`config.mk`:
```
export PLATFORM = sky130hd
export DESIGN_NAME = fpu_unit_arbiter_flat
export DESIGN_NICKNAME = d
export VERILOG_FILES = /design/src/rtl/fpu_unit_arbiter_if.sv /design/src/rtl/fpu_unit_arbiter.sv /design/src/flat_wrapper.sv
export SDC_FILE = /design/constraint.sdc
export NUM_CORES = 1
export LEC_CHECK = 0
export CORE_AREA = 2 2 85 87
export CTS_CLUSTER_DIAMETER = 50
export DETAILED_ROUTE_END_ITERATION = 10
export DIE_AREA = 0 0 87 89
export PLACE_DENSITY_LB_ADDON = 0.3
export SKIP_LAST_GASP = 1
export SLEW_MARGIN = 20
export SYNTH_ARGS = -nofsm -noshare
export SYNTH_HDL_FRONTEND = slang
export SYNTH_SLANG_ARGS = --single-unit
```
`constraint.sdc`:
```
create_clock -name clk -period 5.7 [get_ports clk]
set_input_delay 1.71 -clock clk [delete_from_list [all_inputs] [get_ports clk]]
set_output_delay 1.71 -clock clk [all_outputs]
set_load 0.005 [all_outputs]
```
`src/rtl/fpu_unit_arbiter_if.sv`:
```
// Handshake bundle between the requesters, the arbiter and the shared FPU sub-unit.
// The slave modport is the arbiter's view; master is the environment's view.
interface fpu_unit_arbiter_if #(
    parameter int NUM_REQ   = 2,
    parameter int PAYLOAD_W = 45,
    parameter int RESULT_W  = 34
);
    logic [NUM_REQ-1:0]                req_valid;
    logic [NUM_REQ-1:0]                req_ready;
    logic [NUM_REQ-1:0][PAYLOAD_W-1:0] req_payload;
    logic [NUM_REQ-1:0]                req_flush;
    logic [NUM_REQ-1:0]                rsp_valid;
    logic [NUM_REQ-1:0]                rsp_ready;
    logic [RESULT_W-1:0]               rsp_payload;
    logic                              unit_valid_in;
    logic                              unit_ready_out;
    logic [PAYLOAD_W-1:0]              unit_payload;
    logic                              unit_valid_out;
    logic                              unit_ready_in;
    logic [RESULT_W-1:0]               unit_result;

    modport slave (
        input  req_valid, req_payload, req_flush, rsp_ready,
               unit_ready_out, unit_valid_out, unit_result,
        output req_ready, rsp_valid, rsp_payload,
               unit_valid_in, unit_payload, unit_ready_in
    );

    modport master (
        output req_valid, req_payload, req_flush, rsp_ready,
               unit_ready_out, unit_valid_out, unit_result,
        input  req_ready, rsp_valid, rsp_payload,
               unit_valid_in, unit_payload, unit_ready_in
    );
endinterface

```
`src/rtl/fpu_unit_arbiter.sv`:
```
// Round-robin sharing of one pipelined FPU sub-unit between NUM_REQ requesters.
// An in-order owner FIFO routes each unit result back to the requester that issued it.
module fpu_unit_arbiter #(
    parameter int NUM_REQ   = 2,
    parameter int PAYLOAD_W = 45,
    parameter int RESULT_W  = 34,
    parameter int MAX_OUT   = 2   // power of 2, at least 2
) (
    input  logic              clk,
    input  logic              reset_n,
    fpu_unit_arbiter_if.slave bus
);
    localparam int OW = $clog2(NUM_REQ);
    localparam int PW = $clog2(MAX_OUT);
    localparam int CW = $clog2(MAX_OUT + 1);

    typedef struct packed {
        logic [OW-1:0] owner;
        logic          drop;
    } entry_t;

    entry_t [MAX_OUT-1:0] fifo_q, fifo_d;
    logic [OW-1:0]        rr_ptr_q, rr_ptr_d;
    logic [PW-1:0]        rd_ptr_q, rd_ptr_d, wr_ptr_q, wr_ptr_d;
    logic [CW-1:0]        cnt_q, cnt_d;

    logic [NUM_REQ-1:0] eligible;
    logic [NUM_REQ-1:0] grant;
    logic [OW-1:0]      grant_idx;
    logic               gnt_any;
    logic [NUM_REQ-1:0] rsp_valid;
    logic [RESULT_W-1:0] rsp_payload;
    logic               unit_ready_in;
    logic               fifo_empty;
    logic               push, pop;
    entry_t             head;

    assign eligible   = bus.req_valid & ~bus.req_flush;
    assign fifo_empty = (cnt_q == '0);
    assign head       = fifo_q[rd_ptr_q];

    // Capacity uses the registered count only, keeping rsp_ready off the req_ready path.
    always_comb begin : p_grant
        int            idx;
        logic [OW-1:0] cand;
        idx       = 0;
        cand      = '0;
        grant     = '0;
        grant_idx = '0;
        gnt_any   = 1'b0;
        if (reset_n && (cnt_q < CW'(MAX_OUT)) && bus.unit_ready_out) begin
            for (int i = 0; i < NUM_REQ; i++) begin
                idx = int'(rr_ptr_q) + i;
                if (idx >= NUM_REQ) idx = idx - NUM_REQ;
                cand = OW'(idx);
                if (!gnt_any && eligible[cand]) begin
                    gnt_any   = 1'b1;
                    grant_idx = cand;
                end
            end
        end
        if (gnt_any) grant[grant_idx] = 1'b1;
    end

    always_comb begin : p_route
        rsp_valid     = '0;
        rsp_payload   = '0;
        unit_ready_in = 1'b0;
        if (reset_n && bus.unit_valid_out) begin
            // Empty FIFO, dropped head or a flush on the owner: swallow the result.
            if (fifo_empty || head.drop || bus.req_flush[head.owner]) begin
                unit_ready_in = 1'b1;
            end else begin
                rsp_valid[head.owner] = 1'b1;
                rsp_payload           = bus.unit_result;
                unit_ready_in         = bus.rsp_ready[head.owner];
            end
        end
    end

    assign push = gnt_any;
    assign pop  = bus.unit_valid_out && unit_ready_in && !fifo_empty;

    always_comb begin : p_next
        logic [PW-1:0] off;
        off      = '0;
        fifo_d   = fifo_q;
        rr_ptr_d = rr_ptr_q;
        rd_ptr_d = rd_ptr_q;
        wr_ptr_d = wr_ptr_q;
        cnt_d    = cnt_q;
        for (int e = 0; e < MAX_OUT; e++) begin
            off = PW'(e) - rd_ptr_q;
            if ((CW'(off) < cnt_q) && bus.req_flush[fifo_q[e].owner]) fifo_d[e].drop = 1'b1;
        end
        if (push) begin
            fifo_d[wr_ptr_q] = '{owner: grant_idx, drop: 1'b0};
            wr_ptr_d         = wr_ptr_q + PW'(1);
            rr_ptr_d         = (grant_idx == OW'(NUM_REQ - 1)) ? '0 : grant_idx + OW'(1);
        end
        if (pop) rd_ptr_d = rd_ptr_q + PW'(1);
        case ({push, pop})
            2'b10:   cnt_d = cnt_q + CW'(1);
            2'b01:   cnt_d = cnt_q - CW'(1);
            default: cnt_d = cnt_q;
        endcase
    end

    always_ff @(posedge clk or negedge reset_n) begin
        if (!reset_n) begin
            fifo_q   <= '0;
            rr_ptr_q <= '0;
            rd_ptr_q <= '0;
            wr_ptr_q <= '0;
            cnt_q    <= '0;
        end else begin
            fifo_q   <= fifo_d;
            rr_ptr_q <= rr_ptr_d;
            rd_ptr_q <= rd_ptr_d;
            wr_ptr_q <= wr_ptr_d;
            cnt_q    <= cnt_d;
        end
    end

    assign bus.req_ready     = grant;
    assign bus.unit_valid_in = gnt_any;
    assign bus.unit_payload  = gnt_any ? bus.req_payload[grant_idx] : '0;
    assign bus.rsp_valid     = rsp_valid;
    assign bus.rsp_payload   = rsp_payload;
    assign bus.unit_ready_in = unit_ready_in;
endmodule

```
`src/flat_wrapper.sv`:
```
// flat-port wrapper written by rule: the top's interface ports become plain ports
module fpu_unit_arbiter_flat 
#(
    parameter int NUM_REQ   = 2,
    parameter int PAYLOAD_W = 45,
    parameter int RESULT_W  = 34,
    parameter int MAX_OUT   = 2                            
)
  (clk, reset_n, bus_req_valid, bus_req_payload, bus_req_flush, bus_rsp_ready, bus_unit_ready_out, bus_unit_valid_out, bus_unit_result, bus_req_ready, bus_rsp_valid, bus_rsp_payload, bus_unit_valid_in, bus_unit_payload, bus_unit_ready_in);
  fpu_unit_arbiter_if #(.NUM_REQ(NUM_REQ), .PAYLOAD_W(PAYLOAD_W), .RESULT_W(RESULT_W)) bus_i ();
  input  logic clk;
  input  logic reset_n;
  input wire logic [$bits(bus_i.req_valid)-1:0] bus_req_valid;
  input wire logic [$bits(bus_i.req_payload)-1:0] bus_req_payload;
  input wire logic [$bits(bus_i.req_flush)-1:0] bus_req_flush;
  input wire logic [$bits(bus_i.rsp_ready)-1:0] bus_rsp_ready;
  input wire logic [$bits(bus_i.unit_ready_out)-1:0] bus_unit_ready_out;
  input wire logic [$bits(bus_i.unit_valid_out)-1:0] bus_unit_valid_out;
  input wire logic [$bits(bus_i.unit_result)-1:0] bus_unit_result;
  output wire logic [$bits(bus_i.req_ready)-1:0] bus_req_ready;
  output wire logic [$bits(bus_i.rsp_valid)-1:0] bus_rsp_valid;
  output wire logic [$bits(bus_i.rsp_payload)-1:0] bus_rsp_payload;
  output wire logic [$bits(bus_i.unit_valid_in)-1:0] bus_unit_valid_in;
  output wire logic [$bits(bus_i.unit_payload)-1:0] bus_unit_payload;
  output wire logic [$bits(bus_i.unit_ready_in)-1:0] bus_unit_ready_in;
  assign bus_i.req_valid = bus_req_valid;
  assign bus_i.req_payload = bus_req_payload;
  assign bus_i.req_flush = bus_req_flush;
  assign bus_i.rsp_ready = bus_rsp_ready;
  assign bus_i.unit_ready_out = bus_unit_ready_out;
  assign bus_i.unit_valid_out = bus_unit_valid_out;
  assign bus_i.unit_result = bus_unit_result;
  assign bus_req_ready = bus_i.req_ready;
  assign bus_rsp_valid = bus_i.rsp_valid;
  assign bus_rsp_payload = bus_i.rsp_payload;
  assign bus_unit_valid_in = bus_i.unit_valid_in;
  assign bus_unit_payload = bus_i.unit_payload;
  assign bus_unit_ready_in = bus_i.unit_ready_in;
  fpu_unit_arbiter #(.NUM_REQ(NUM_REQ), .PAYLOAD_W(PAYLOAD_W), .RESULT_W(RESULT_W), .MAX_OUT(MAX_OUT)) u_core (.clk(clk), .reset_n(reset_n), .bus(bus_i));
endmodule
```
==> out/metrics.csv <==
metric,value,unit
worstPathRequired,3990,ps
dr.first_iter.drc_count,75,
synth_area_leaders,"a22oi_1, dfrtp_1, and3_1",
grt_start_max_net_pins,47,
path_common_cell,clkdlybuf4s50_1,
syn-num-nets,338,
grt_pass1_wl,10.6,mm
post-route-drc-count,0,
cts.hold.buffers_added,0,
cp_slowest_cell,clkdlybuf4s50_1,
dieArea,7740,um^2
power-per-cell-area,151,nW/um^2
cts_max_path_buffers,2,
yosysSeqAreaShare,16.1,%
cp.arrival,3720,ps
startpoint_type,primary input,
setup_tns,0,ps
grt_setup_unrepaired,no,
initial_utilization,20.8,%
chipWidth,87,um
grt.overflow.total,0,
startpoint,bus_req_flush[0],
setup_slack,265,ps
antenna_cells,0,
yosys_warnings,0,
clock_latency,230,ps
slowest_delay,590,ps
drive_above_1_share,4.11,%
slew_violations,0,
min_from,u_core.fifo_q[2]$_DFF_PN0_,
fin_crit,5430,ps
cts_buffers,3,
synth_cell_type_count,32,
worst_pin_slew,392,ps
clock_skew,0.820,ps
firstDrtPassIters,4,
synthesis.instances,203,
boundaryPins,219,
antenna_found_initial,0,
end_kind,output port,
yosysTopAreaCell,a22oi_1,
synth.avg_cell_area,6.89,um^2
cts_sinks,9,
hold_path.class,reg -> reg,
crit_fanout,46,
hold_viol_final,0,
cts_tree,done,
setup_viol,0,
r2r-start,u_core.rd_ptr_q$_DFFE_PN0P_,
maxCapViolations,0,
synth_top_area_share,24.2,%
p_leak,1.46,nW
cts_setup_buffers,0,
grt_pass1_vias,2246,
ant_nets,0,
post-route-period-util,95.3,%
syn2layout_area_growth,167,%
rows,30,
viasPerCell,4.67,
crit_chain,clkdlybuf4s50_1 -> nand2b_1 -> o21a_1 -> buf_12 -> and2b_1 -> clkdlybuf4s50_1,
gp_congestion,0.784,
synthesis.area,1400,um^2
coreArea,6720,um^2
portBuffers,218,
whs,493,ps
cts_resized,0,
dp_hpwl,6.13,mm
nets,550,
fmax,184,MHz
final_util,55.5,%
synth-seq-cells,9,
timing.slew.headroom,73.3,%
critPathKind,in -> out,
cts-root-buf,clkbuf_8,
post_drt_wl_per_cell,15.1,um
clk_pin_slew,40,ps
outcome,completed,
h-tree-depth,1,
preCtsSetupSlack,265,ps
vdd_ir_drop_max,0.0993,mV
drt_wl_total,7.47,mm
fp.dieH,89,um
via_count,2308,
grt_usage,17.0,%
[logic make-up (layout without fill, tap and decap cells)]
family / count (synthesis) / after routing / share of synthesized area [%]
and+or+nand+nor: 101 / 101 / 35.8
xor gates and xnor gates: 5 / 5 / 3.13
buffers and inverters: 25 / 236 / 9.12
DFF: 9 / 9 / 16.1
adders and majority gates: 1 / 1 / 0.894
muxes: 5 / 5 / 4.74
AOI/OAI and AO/OA: 57 / 57 / 30.2
[flip-flops by register name, indices dropped and copies added (netlist names)]
register / flops
u_core.rd_ptr_q: 1
u_core.wr_ptr_q: 1
u_core.cnt_q: 2
u_core.fifo_q: 4
u_core.rr_ptr_q: 1
[synth_stat cells]
master     number
and3_1         34
mux2i_1         3
o21bai_1        1
o221ai_1        1
o2bb2ai_1       1
xnor2_1         4
a21oi_1         3
o211ai_1        1
buf_6           3
nor2b_1         3
ha_1            1
nor2_1         53
a22o_1          1
clkbuf_1        8
nand3b_1        1
dfrtp_1         9
a22oi_1        45
nor3b_1         1
mux2i_2         1
nand2_1         2
o21a_1          2
inv_1           5
and3_2          1
o21ai_0         1
buf_2           9
a21oi_2         1
or2_2           1
mux2i_4         1
xor2_1          1
nand2b_1        2
and2_1          1
and2b_1         2
[area by class of cell]
type,count,area [um^2]
well taps,80,100
inverters,5,18.8
flip-flops and latches,9,225
multi-input cells,169,1050
repair buffers,227,2290
clock buffers,4,45.0
fillers,648,2990
[metrics by stage]
| step | instances | cell area (um^2) | power [W] |
|---|---|---|---|
| floorplan | 203 | 1400 | 0.000317 |
| global placement | 490 | 3680 | 0.000485 |
| detailed placement | 490 | 3680 | 0.000493 |
| CTS | 494 | 3730 | 0.000568 |
| global route | 494 | 3730 | 0.000606 |
| finish | 494 | 3730 | 0.000564 |
[cell usage in the layout (no fill, tap or decap), types with 4 or more instances in the layout]
cell type and instances:
inv_1 5, buf_4 6, nor2_1 53, a22oi_1 45, dfrtp_1 9, and3_1 34
clkdlybuf4s50_1 218, xnor2_1 4
[power breakdown]
part           internal, W  switching (W)  leakage (nW)
Combinational     0.000214       0.000145          1.34
Sequential       0.0000951      0.0000380         0.101
Clock            0.0000485      0.0000229        0.0228
Total             0.000358       0.000206          1.46
[routing by layer]
metal / part of all wire, % / vias up / global-route usage (%)
met1: 37 / 1014 / 18.8
met5: 0 / - / 0
met2: 52 / 126 / 32.7
li1: - / 1158 / -
met4: 1.7 / 0 / 4.40
met3: 9.4 / 10 / 3.97
[critical path, delay by kind of cell]
| family | cells | cell delay, ps |
|---|---|---|
| buffers and inverters | 3 | 1360 |
| AO/OA/AOI/OAI | 1 | 180 |
| AND/OR/NAND/NOR | 2 | 460 |
[worst paths after layout]
check,cells after the start,slack [ps],endpoint
worst min-delay path,1,490,u_core.fifo_q[2]$_DFF_PN0_
min in group asynchronous,2,1800,u_core.cnt_q[0]$_DFFE_PN0P_
worst max register to register,8,3650,u_core.cnt_q[1]$_DFFE_PN0P_
worst max-delay path,6,270,bus_req_ready[1]
worst min register to register,1,490,u_core.fifo_q[2]$_DFF_PN0_
max in group asynchronous,2,3760,u_core.rr_ptr_q$_DFFE_PN0P_
(Power assumes the default switching activity.)
